**src/rtl/turfio_phy_bringup_ctrl.sv**
```systemverilog
// Bring-up sequencer for the TURFIO native-mode PHY: drives RST / EN_VTC / START_BITSLIP,
// waits on each PHY ready indication with a per-state timeout, and retries a bounded number of times.
module turfio_phy_bringup_ctrl #(
    parameter int NUM_NIBBLES     = 3,
    parameter int RST_HOLD_CYCLES = 64,
    parameter int TIMEOUT_CYCLES  = 100000,
    parameter int MAX_RETRIES     = 7
) (
    input  logic                   init_clk,
    input  logic                   rst_n,
    input  logic                   enable,
    input  logic                   pll_locked,
    input  logic                   rst_seq_done,
    input  logic [NUM_NIBBLES-1:0] dly_rdy,
    input  logic [NUM_NIBBLES-1:0] vtc_rdy,
    input  logic                   bitslip_done,
    input  logic                   fifo_data_valid,
    output logic                   phy_rst,
    output logic [NUM_NIBBLES-1:0] en_vtc,
    output logic                   start_bitslip,
    output logic                   ready,
    output logic                   error,
    output logic [3:0]             state_o,
    output logic [7:0]             retry_count
);
    typedef enum logic [3:0] {
        ST_IDLE        = 4'd0,
        ST_PHY_RST     = 4'd1,
        ST_WAIT_LOCK   = 4'd2,
        ST_WAIT_RSTSEQ = 4'd3,
        ST_WAIT_DLY    = 4'd4,
        ST_WAIT_VTC    = 4'd5,
        ST_BITSLIP     = 4'd6,
        ST_WAIT_VALID  = 4'd7,
        ST_RUN         = 4'd8,
        ST_FAIL        = 4'd9
    } state_t;

    localparam int             SYNC_W       = 2 * NUM_NIBBLES + 4;
    localparam logic [16:0]    RST_LAST     = 17'(RST_HOLD_CYCLES - 1);
    localparam logic [16:0]    TIMEOUT_LAST = 17'(TIMEOUT_CYCLES - 1);
    localparam logic [7:0]     RETRY_LIMIT  = 8'(MAX_RETRIES);

    logic [SYNC_W-1:0] async_vec;
    logic [SYNC_W-1:0] sync_vec;

    assign async_vec = {pll_locked, rst_seq_done, bitslip_done, fifo_data_valid, vtc_rdy, dly_rdy};

    genvar gi;
    generate
        for (gi = 0; gi < SYNC_W; gi++) begin : g_sync
            logic meta_reg;
            logic sync_reg;
            always_ff @(posedge init_clk or negedge rst_n) begin
                if (!rst_n) begin
                    meta_reg <= 1'b0;
                    sync_reg <= 1'b0;
                end else begin
                    meta_reg <= async_vec[gi];
                    sync_reg <= meta_reg;
                end
            end
            assign sync_vec[gi] = sync_reg;
        end
    endgenerate

    // Ready vectors only count once every nibble reports, so per-bit sync skew cannot cause an early exit.
    logic dly_ok_s, vtc_ok_s, fifo_valid_s, bitslip_done_s, rst_seq_done_s, pll_locked_s;
    assign dly_ok_s       = &sync_vec[NUM_NIBBLES-1:0];
    assign vtc_ok_s       = &sync_vec[2*NUM_NIBBLES-1:NUM_NIBBLES];
    assign fifo_valid_s   = sync_vec[2*NUM_NIBBLES];
    assign bitslip_done_s = sync_vec[2*NUM_NIBBLES+1];
    assign rst_seq_done_s = sync_vec[2*NUM_NIBBLES+2];
    assign pll_locked_s   = sync_vec[2*NUM_NIBBLES+3];

    state_t      state_reg, state_next, succ_state;
    logic [16:0] cnt_reg, cnt_next;
    logic [7:0]  retry_reg, retry_next;
    logic        phy_rst_reg, phy_rst_next;
    logic        en_vtc_reg, en_vtc_next;
    logic        start_bitslip_reg, start_bitslip_next;
    logic        ready_reg, ready_next;
    logic        error_reg, error_next;
    logic        in_wait, wait_exit, retry_req;

    always_comb begin
        state_next = state_reg;
        cnt_next   = cnt_reg;
        retry_next = retry_reg;
        succ_state = state_reg;
        in_wait    = 1'b0;
        wait_exit  = 1'b0;
        retry_req  = 1'b0;

        case (state_reg)
            ST_IDLE:        state_next = ST_PHY_RST;
            ST_PHY_RST:     if (cnt_reg == RST_LAST) state_next = ST_WAIT_LOCK;
            ST_WAIT_LOCK:   begin in_wait = 1'b1; wait_exit = pll_locked_s;   succ_state = ST_WAIT_RSTSEQ; end
            ST_WAIT_RSTSEQ: begin in_wait = 1'b1; wait_exit = rst_seq_done_s; succ_state = ST_WAIT_DLY;    end
            ST_WAIT_DLY:    begin in_wait = 1'b1; wait_exit = dly_ok_s;       succ_state = ST_WAIT_VTC;    end
            ST_WAIT_VTC:    begin in_wait = 1'b1; wait_exit = vtc_ok_s;       succ_state = ST_BITSLIP;     end
            ST_BITSLIP:     begin in_wait = 1'b1; wait_exit = bitslip_done_s; succ_state = ST_WAIT_VALID;  end
            ST_WAIT_VALID:  begin in_wait = 1'b1; wait_exit = fifo_valid_s;   succ_state = ST_RUN;         end
            ST_RUN:         retry_req = ~pll_locked_s | ~fifo_valid_s;
            default:        ;
        endcase

        // An exit condition arriving in the expiry cycle still wins over the timeout.
        if (in_wait) begin
            if (wait_exit) begin
                state_next = succ_state;
            end else if (cnt_reg == TIMEOUT_LAST) begin
                retry_req = 1'b1;
            end
        end

        if (retry_req) begin
            if (retry_reg < RETRY_LIMIT) begin
                retry_next = (retry_reg == 8'hFF) ? retry_reg : retry_reg + 8'd1;
                state_next = ST_PHY_RST;
            end else begin
                state_next = ST_FAIL;
            end
        end

        if (!enable) begin
            state_next = ST_IDLE;
            retry_next = '0;
        end

        if (state_next != state_reg) begin
            cnt_next = '0;
        end else if (in_wait || state_reg == ST_PHY_RST) begin
            cnt_next = cnt_reg + 17'd1;
        end

        // Outputs are decoded from the next state so they move on the same edge as state_o.
        phy_rst_next       = state_next inside {ST_IDLE, ST_PHY_RST, ST_WAIT_LOCK, ST_FAIL};
        en_vtc_next        = state_next inside {ST_WAIT_VTC, ST_BITSLIP, ST_WAIT_VALID, ST_RUN};
        start_bitslip_next = (state_next == ST_BITSLIP);
        ready_next         = (state_next == ST_RUN);
        error_next         = (state_next == ST_FAIL);
    end

    always_ff @(posedge init_clk or negedge rst_n) begin
        if (!rst_n) begin
            state_reg         <= ST_IDLE;
            cnt_reg           <= '0;
            retry_reg         <= '0;
            phy_rst_reg       <= 1'b1;
            en_vtc_reg        <= 1'b0;
            start_bitslip_reg <= 1'b0;
            ready_reg         <= 1'b0;
            error_reg         <= 1'b0;
        end else begin
            state_reg         <= state_next;
            cnt_reg           <= cnt_next;
            retry_reg         <= retry_next;
            phy_rst_reg       <= phy_rst_next;
            en_vtc_reg        <= en_vtc_next;
            start_bitslip_reg <= start_bitslip_next;
            ready_reg         <= ready_next;
            error_reg         <= error_next;
        end
    end

    assign phy_rst       = phy_rst_reg;
    assign en_vtc        = {NUM_NIBBLES{en_vtc_reg}};
    assign start_bitslip = start_bitslip_reg;
    assign ready         = ready_reg;
    assign error         = error_reg;
    assign state_o       = state_reg;
    assign retry_count   = retry_reg;

endmodule

```
**config.mk**
```make
export PLATFORM = sky130hd
export DESIGN_NAME = turfio_phy_bringup_ctrl
export DESIGN_NICKNAME = d
export VERILOG_FILES = /design/src/rtl/turfio_phy_bringup_ctrl.sv
export SDC_FILE = /design/constraint.sdc
export NUM_CORES = 1
export LEC_CHECK = 0
export BUFFER_PORTS_ARGS = -buffer_cell sky130_fd_sc_hd__buf_2
export CORE_UTILIZATION = 50
export DETAILED_ROUTE_END_ITERATION = 16
export PLACE_DENSITY = 0.78
export SLEW_MARGIN = 40
export SYNTH_ARGS = -nofsm -noshare
export SYNTH_HDL_FRONTEND = slang
export SYNTH_SLANG_ARGS = --single-unit
```
**constraint.sdc**
```tcl
create_clock -name init_clk -period 3.24 [get_ports init_clk]
set_clock_uncertainty 0.15 [all_clocks]
set_input_delay 0.162 -clock init_clk [delete_from_list [all_inputs] [get_ports init_clk]]
set_output_delay 0.162 -clock init_clk [all_outputs]
set_load 0.03 [all_outputs]
```
==> results of run 1 <==
==> layer usage <==
layer / up-vias / GRT usage [%] / wire length, um
met5: - / 0 / 0
met4: 0 / 8.386 / 63
met3: 10 / 4.201 / 257
met2: 59 / 34.43 / 2556
met1: 976 / 29.83 / 2418
li1: 969 / - / -
==> synth_stat cells, types with 3 or more instances <==
master | n | area share [%]
a21oi_1 | 7 | 1.3
a41oi_1 | 3 | 1.0
and2_1 | 6 | 1.4
and3_1 | 3 | 0.71
buf_4 | 3 | 0.86
clkbuf_1 | 8 | 1.1
dfrtp_1 | 53 | 50
inv_1 | 7 | 1.0
nand2_1 | 26 | 3.7
nand3_1 | 10 | 1.9
nand4_1 | 3 | 0.71
nor2_1 | 9 | 1.3
nor2b_1 | 4 | 0.95
nor3_1 | 13 | 2.5
nor3_2 | 10 | 3.8
nor3b_1 | 3 | 0.86
nor4_1 | 8 | 1.9
nor4b_1 | 5 | 1.7
or2_2 | 4 | 0.95
or4_4 | 3 | 1.3
xnor2_1 | 9 | 3.0
xor2_1 | 8 | 2.7
==> stage by stage <==
| stage | hold WS, ns | instance area [um^2] | cells |
|---|---|---|---|
| 3_3_place_gp | 0.1194 | 2873 | 343 |
| 5_1_grt | 0.1062 | 3083 | 362 |
| 3_5_place_dp | 0.08546 | 2875 | 343 |
| 4_1_cts | 0.08676 | 3083 | 362 |
| 6_report | 0.09012 | 3083 | 362 |
| 2_1_floorplan | -0.2836 | 2631 | 246 |
==> worst max path at each step <==
stage	startpoint	endpoint	slack (ns)	cells after the start
3_5_place_dp	cnt_reg[6]	cnt_reg[16]	0.16	7
3_3_place_gp	cnt_reg[6]	cnt_reg[16]	0.23	7
5_1_grt	cnt_reg[6]	cnt_reg[16]	0.03	8
4_1_cts	cnt_reg[6]	cnt_reg[16]	0.17	7
6_report	cnt_reg[6]	cnt_reg[16]	0.15	8
2_1_floorplan	state_o[0]	cnt_reg[10]	0.31	8
==> power by group <==
part | internal, mW | switching [mW]
Sequential | 0.689 | 0.00711
Clock | 0.160 | 0.232
Combinational | 0.0309 | 0.0459
Total | 0.880 | 0.285
==> cells by family (layout without fill, tap and decap cells) <==
| group | Yosys count | count (layout) | synth area share [%] |
|---|---|---|---|
| muxes | 4 | 4 | 1.617 |
| buffers and inverters | 21 | 67 | 3.756 |
| xor gates and xnor gates | 17 | 17 | 5.659 |
| and+or+nand+nor | 117 | 117 | 26.72 |
| AOI/OAI and AO/OA | 31 | 31 | 9.891 |
| adders and majority gates | 2 | 2 | 0.9509 |
| DFF | 54 | 54 | 51.40 |
==> layout make-up <==
class                           instances  area share, %
Multi-Input combinational cell        171          38.27
Inverter                                8         0.9740
Sequential cell                        54          43.87
Clock buffer                            5          2.232
Tap cell                               70          2.841
Timing Repair Buffer                   51          10.88
Clock inverter                          3         0.9334
==> results.py, run 1 <==
metrics = {
    "run_status": {
        "status": "finished clean",
    },
    "finish": {
        "area_growth_pct": 17.17,
        "largest_reg_flops": 17,
        "multi_input_area_um2": 1180,
        "seqCellArea_um2": 1353,
        "fin_nets": 306,
        "post-route-util_pct": 60.75,
        "final_cell_mix": "dfrtp_1, buf_2, nand2_1",
        "final_layout_size_suffix_gt1_share_pct": 26.37,
        "layout_commonest_cell": "dfrtp_1",
        "fillers": 420,
        "num_antenna_cells": 0,
    },
    "timing": {
        "drv_slew": 0,
        "rsz0062_at_grt": "false",
        "report.final.hold_viol_count": 0,
        "fmax_mhz": 323.9,
        "relSlewSlack_pct": 44.80,
        "fin_crit_sh_pct": 95.28,
        "finalSetupViolCount": 0,
        "finalWorstSetupSlack_ns": 0.1529,
        "layout_min_cycle_time_ns": 3.087,
        "finalSetupTns_ns": 0,
        "worstMarginPinSlew_ns": 0.8204,
    },
    "synth": {
        "netlist_area_um2": 2631,
        "synth_ff_type": "dfrtp_1",
        "ys.warnings.count": 0,
        "async_flop_share_pct": 100.0,
        "syn_inst": 246,
        "ys_types": 54,
        "syn_area_per_cell_um2": 10.70,
        "synth_fp_nets": 261,
        "ys_seq_elements": 54,
        "synth-edff-count": 0,
        "ys_seq_area_share_pct": 51.40,
    },
    "hold_path": {
        "hp-class": "input pin to flop",
        "min_to": "retry_count[2]",
        "min_from": "enable",
        "holdPathStages": 2,
    },
    "clock_tree": {
        "worstSkewPairLatency_ns": 0.31,
        "clockBufferDepth": 2,
        "cts_tree": "done",
        "hold_buffers": 11,
        "cts_max_level": 2,
        "cts_setup_buffers": 0,
        "cts.sinks": 54,
        "cts_buffers": 5,
        "clk_pin_slew_ns": 0.10,
        "ctsResizeCount": 0,
        "cts_root_buf": "clkbuf_8",
    },
    "worst_setup_path": {
        "critPathMaxStageDelay_ns": 0.55,
        "arrival_ns": 3.13,
        "startpoint_type": "flop",
        "worstPathMaxFanout": 9,
        "reg2reg_slack_ns": 0.15,
        "r2r-start": "cnt_reg[6]",
        "reg2reg_to": "cnt_reg[16]",
        "cp-end-kind": "flop",
        "reg2reg_depth": 8,
        "critPathKind": "flop to flop",
        "cp_cell_sequence": "or4_4 -> or4_4 -> nor4_1 -> buf_4 -> a21oi_1 -> o22ai_2 -> buf_4 -> nor3_1",
        "crit_slowest_cell": "or4_4",
        "path_buf_inv": 2,
        "crit_family": "simple AND/OR/NAND/NOR gates",
        "crit_required_ns": 3.29,
    },
    "die": {
        "die_y_um": 74.55,
        "dieArea_um2": 5557,
        "fp.dieW_um": 74.55,
        "core-area_um2": 5075,
        "floorplan.rows": 26,
        "start_util_pct": 51.85,
        "io_pins": 32,
    },
    "job": {
        "cap_violations": 0,
    },
    "detailed_routing": {
        "vias": 2014,
        "wl_per_cell_um": 14.63,
        "vias_per_cell": 5.564,
        "wirelength_um": 5295,
        "drc": 0,
        "drtPass1Iterations": 4,
        "postRouteAntennaNets": 0,
        "drtIter0Drc": 94,
    },
    "grt": {
        "grt_pass1_vias": 1932,
        "grt_first_pass_wirelength_um": 9045,
        "antenna_found_initial": 0,
        "grt_overflow": 0,
        "grt_max_degree": 55,
        "grt_usage_pct": 21.79,
    },
    "power": {
        "total_power_mw": 1.165,
        "power_density_nw_per_um2": 377.9,
        "p_leak_nw": 1.423,
        "vdd_ir_drop_max_v": 0.0003105,
    },
    "placed_design": {
        "portBuffers": 31,
        "pre_cts_ws_ns": 0.1592,
        "dpl.hpwl_um": 3665,
        "gp_congestion": 0.8974,
    },
}
(Power assumes the default switching activity.)
==> run 2: changes to the inputs <==
Settings changed: CORE_ASPECT_RATIO set to 2.
==> run 2 against run 1 <==
  * Sequential power is essentially flat
  * Final area grew 0.69%
  * Critical path depth shrank 1
  * Combinational power grew 2%
  * Maximum frequency grew 1.3%
  * Clock-buffer cell count grew 1
  * Power grew 7.4%
  * Critical path type unchanged
  * Critical endpoint is now phy_rst
==> results.py, run 2 (same netlist as run 1, synthesis figures left out) <==
metrics = {
    "clock_tree": {
        "worstSkewPairLatency_ns": 0.32,
        "clockBufferDepth": 2,
        "cts_setup_buffers": 0,
        "cts_buffers": 5,
        "cts_root_buf": "clkbuf_8",
        "cts_tree": "done",
        "hold_buffers": 11,
        "cts_max_level": 2,
        "cts.sinks": 54,
        "clk_pin_slew_ns": 0.10,
        "ctsResizeCount": 0,
    },
    "job": {
        "cap_violations": 0,
    },
    "timing": {
        "rsz0062_at_grt": "false",
        "layout_min_cycle_time_ns": 3.046,
        "drv_slew": 0,
        "fin_crit_sh_pct": 94.02,
        "finalSetupTns_ns": 0,
        "finalSetupViolCount": 0,
        "finalWorstSetupSlack_ns": 0.1938,
        "report.final.hold_viol_count": 0,
        "fmax_mhz": 328.3,
        "relSlewSlack_pct": 41.50,
        "worstMarginPinSlew_ns": 0.8695,
    },
    "detailed_routing": {
        "wl_per_cell_um": 17.24,
        "vias_per_cell": 5.949,
        "drtPass1Iterations": 4,
        "wirelength_um": 6070,
        "vias": 2094,
        "postRouteAntennaNets": 0,
        "drtIter0Drc": 122,
        "drc": 0,
    },
    "finish": {
        "fin_nets": 308,
        "final_cell_mix": "dfrtp_1, buf_2, nand2_1",
        "post-route-util_pct": 60.96,
        "largest_reg_flops": 17,
        "area_growth_pct": 17.97,
        "final_layout_size_suffix_gt1_share_pct": 26.87,
        "num_antenna_cells": 0,
        "layout_commonest_cell": "dfrtp_1",
    },
    "die": {
        "die_y_um": 104.6,
        "core-area_um2": 5092,
        "dieArea_um2": 5574,
        "fp.dieW_um": 53.30,
        "floorplan.rows": 37,
        "start_util_pct": 51.67,
        "io_pins": 32,
    },
    "placed_design": {
        "dpl.hpwl_um": 4525,
        "gp_congestion": 0.9709,
        "pre_cts_ws_ns": 0.2291,
        "portBuffers": 31,
    },
    "worst_setup_path": {
        "critPathKind": "flop to flop",
        "crit_required_ns": 3.31,
        "worstPathMaxFanout": 6,
        "startpoint_type": "flop",
        "arrival_ns": 3.12,
        "cp-end-kind": "flop",
        "reg2reg_depth": 7,
    },
    "grt": {
        "grt_first_pass_wirelength_um": 10160,
        "antenna_found_initial": 0,
        "grt_pass1_vias": 2237,
        "grt_max_degree": 35,
        "grt_usage_pct": 25.48,
        "grt_overflow": 0,
    },
    "power": {
        "vdd_ir_drop_max_v": 0.0005271,
        "p_leak_nw": 1.445,
        "power_density_nw_per_um2": 403.2,
    },
    "hold_path": {
        "hp-class": "input pin to flop",
        "holdPathStages": 2,
    },
    "run_status": {
        "status": "finished clean",
    },
}
==> run 2: final timing paths <==
kind | from | to | slack (ns)
setup / recovery | cnt_reg[6] | phy_rst | 0.19
hold reg to reg | g_sync[4].meta_reg | g_sync[4].sync_reg | 0.21
hold / removal | enable | retry_count[1] | 0.10
setup reg to reg | cnt_reg[6] | phy_rst | 0.19
min in group asynchronous | rst_n | retry_count[5] | 0.16
max in group asynchronous | rst_n | g_sync[9].meta_reg | 1.99
==> run 2: final cells by class <==
type	instances	area (um^2)
Multi-Input combinational cell	171	1180
Sequential cell	54	1353
Clock inverter	2	38.79
Inverter	8	30.03
Clock buffer	6	82.58
Timing Repair Buffer	53	347.8
Tap cell	58	72.57
Fill cell	441	1988
==> run 2: critical path: stages (launching register included) <==
cell      delay, ns
dfrtp_1        0.42
or4_4          0.54
or4_4          0.52
or4_4          0.54
a21oi_4        0.26
or2_4          0.20
inv_2          0.05
a221oi_2       0.27
==> run 2: through the flow <==
step	cells	cell area [um^2]	power, mW	hold WS (ns)
2_1_floorplan	246	2631	0.7429	-0.2836
3_3_place_gp	333	2873	0.7756	-0.02005
3_5_place_dp	333	2873	0.7789	-0.01139
4_1_cts	352	3104	1.259	0.08645
5_1_grt	352	3104	1.299	0.09406
6_report	352	3104	1.252	0.1014
==> run 2: metal layers <==
metal,vias to the layer above,GRT usage [%],wire (um)
li1,970,-,-
met1,1002,24.61,2035
met2,90,42.59,3417
met3,32,5.531,245
met4,0,21.24,371
met5,-,0,0
==> run 2: report_power, final <==
| part | internal [mW] | total (mW) | switching [mW] |
|---|---|---|---|
| registers | 0.689 | 0.698 | 0.00906 |
| logic | 0.0314 | 0.0783 | 0.0468 |
| clock network | 0.254 | 0.476 | 0.222 |
| total | 0.974 | 1.25 | 0.277 |
==> run 3: changes to the inputs <==
==> constraint.sdc (replaced) <==
create_clock -name init_clk -period 3.24 [get_ports init_clk]
set_clock_uncertainty 0.15 [all_clocks]
set_input_delay 0.324 -clock init_clk [delete_from_list [all_inputs] [get_ports init_clk]]
set_output_delay 0.324 -clock init_clk [all_outputs]
set_load 0.03 [all_outputs]
==> run 3 against run 2 <==
  * Register-to-register slack about the same
  * Core utilization barely moved
  * Flip-flop and latch count stayed put
  * Largest power group unchanged
  * Clock-buffer cell count down 1
  * Non-clock buffer count unchanged
  * Power shrank 0.46%
  * Critical endpoint is now cnt_reg[16]
  * Via count rose by 0.96%
  * Maximum frequency fell by 0.35%
==> results.py, run 3 (same netlist as run 1, synthesis figures left out) <==
metrics = {
    "timing": {
        "relSlewSlack_pct": 44.51,
        "finalSetupViolCount": 0,
        "worstMarginPinSlew_ns": 0.8247,
        "drv_slew": 0,
        "holdWs_ns": 0.2093,
        "fmax_mhz": 327.1,
        "rsz0062_at_grt": "false",
        "finalSetupTns_ns": 0,
        "fin_crit_sh_pct": 94.35,
        "layout_min_cycle_time_ns": 3.057,
        "report.final.hold_viol_count": 0,
    },
    "finish": {
        "largest_reg_flops": 17,
        "design_area_um2": 3107,
        "layout_commonest_cell": "dfrtp_1",
        "final_layout_size_suffix_gt1_share_pct": 27.21,
        "post-route-util_pct": 61.01,
        "fillers": 440,
        "area_growth_pct": 18.07,
        "fin_nets": 308,
        "final_cell_mix": "dfrtp_1, buf_2, nand2_1",
        "num_antenna_cells": 0,
    },
    "clock_tree": {
        "cts_root_buf": "clkbuf_8",
        "ctsResizeCount": 0,
        "cts.sinks": 54,
        "cts_buffers": 5,
        "clockBufferDepth": 2,
        "cts_setup_buffers": 0,
        "clk_pin_slew_ns": 0.10,
        "worstSkewPairLatency_ns": 0.32,
        "hold_buffers": 11,
        "cts_max_level": 2,
        "cts_tree": "done",
    },
    "detailed_routing": {
        "postRouteAntennaNets": 0,
        "wl_per_cell_um": 17.28,
        "vias_per_cell": 6.006,
        "drtIter0Drc": 69,
        "vias": 2114,
        "drc": 0,
        "drtPass1Iterations": 4,
        "wirelength_um": 6083,
    },
    "placed_design": {
        "placed_area_um2": 2873,
        "portBuffers": 31,
        "dpl.hpwl_um": 4428,
        "gp_congestion": 0.9810,
    },
    "worst_setup_path": {
        "cp_num_cells": 7,
        "crit_path_start": "cnt_reg[6]",
        "worstPathMaxFanout": 11,
        "reg2reg_depth": 7,
        "crit_slowest_cell": "or4_4",
        "arrival_ns": 3.15,
        "critPathKind": "flop to flop",
        "crit_required_ns": 3.33,
        "path_common_cell": "or4_4",
        "cp-endpoint": "cnt_reg[16]",
        "path_buf_inv": 1,
        "reg2reg_slack_ns": 0.18,
        "reg2reg_to": "cnt_reg[16]",
        "r2r-start": "cnt_reg[6]",
        "cp-end-kind": "flop",
        "crit_family": "simple AND/OR/NAND/NOR gates",
        "critPathMaxStageDelay_ns": 0.54,
        "startpoint_type": "flop",
        "cp_cell_sequence": "or4_4 -> or4_4 -> or4_4 -> a41oi_2 -> o22ai_2 -> buf_4 -> nor3_1",
    },
    "grt": {
        "antenna_found_initial": 0,
        "grt_max_degree": 30,
        "grt_first_pass_wirelength_um": 10100,
        "grt_overflow": 0,
        "grt_pass1_vias": 2236,
        "grt_usage_pct": 25.11,
    },
    "die": {
        "floorplan.rows": 37,
        "io_pins": 32,
        "core-area_um2": 5092,
        "die_y_um": 104.6,
        "dieArea_um2": 5574,
        "start_util_pct": 51.67,
        "fp.dieW_um": 53.30,
    },
    "run_status": {
        "status": "finished clean",
    },
    "power": {
        "p_leak_nw": 1.440,
        "power_density_nw_per_um2": 401.0,
        "vdd_ir_drop_max_v": 0.0005597,
    },
    "hold_path": {
        "hp-class": "flop to flop",
    },
    "job": {
        "cap_violations": 0,
    },
}
==> run 3: changes by cell type in the layout (fill, tap and decap cells not counted) <==
cell / delta
nor4_2: +1
clkinvlp_4: +1
inv_8: +1
clkbuf_8: -1
inv_6: -1
nor4_1: -1
==> run 3: report_power, final <==
| part | leakage (nW) | switching (mW) | internal, mW |
|---|---|---|---|
| Clock | 0.0563 | 0.235 | 0.235 |
| Sequential | 0.701 | 0.00851 | 0.689 |
| Combinational | 0.682 | 0.0464 | 0.0316 |
==> run 3: cell type report <==
| cell class | count | area (um^2) | area share [%] |
|---|---|---|---|
| multi-input cells | 171 | 1186 | 38.18 |
| clock inverters | 3 | 48.80 | 1.571 |
| inverters | 8 | 30.03 | 0.9666 |
| repair buffers | 53 | 347.8 | 11.20 |
| clock buffers | 5 | 68.82 | 2.215 |
| flip-flops and latches | 54 | 1353 | 43.54 |
| well taps | 58 | 72.57 | 2.336 |
==> run 3: how the worst min path moves through the flow <==
stage                       startpoint                  to  slack (ns)  cells after the start
global placement    g_sync[3].meta_reg  g_sync[3].sync_reg        0.18                      0
CTS                 g_sync[1].meta_reg  g_sync[1].sync_reg        0.21                      0
floorplan                        rst_n      bitslip_done_s       -0.12                      0
detailed placement  g_sync[1].meta_reg  g_sync[1].sync_reg        0.19                      0
finish              g_sync[3].meta_reg  g_sync[3].sync_reg        0.21                      0
global route        g_sync[5].meta_reg  g_sync[5].sync_reg        0.22                      0
==> run 3: metrics by stage <==
step,std cells,total power [mW],setup WS (ns)
finish,352,1.246,0.1831
global route,352,1.297,0.03857
CTS,352,1.250,0.2008
detailed placement,333,0.7782,0.2207
global placement,333,0.7758,0.2638
floorplan,246,0.7429,0.3074
==> run 3: routing by layer <==
metal | vias up | track usage [%] | part of all wire, %
met5 | - | 0 | 0
met4 | 0 | 20.49 | 6.8
met3 | 41 | 5.531 | 3.8
met2 | 90 | 42.50 | 55
met1 | 1008 | 23.85 | 34
li1 | 975 | - | -
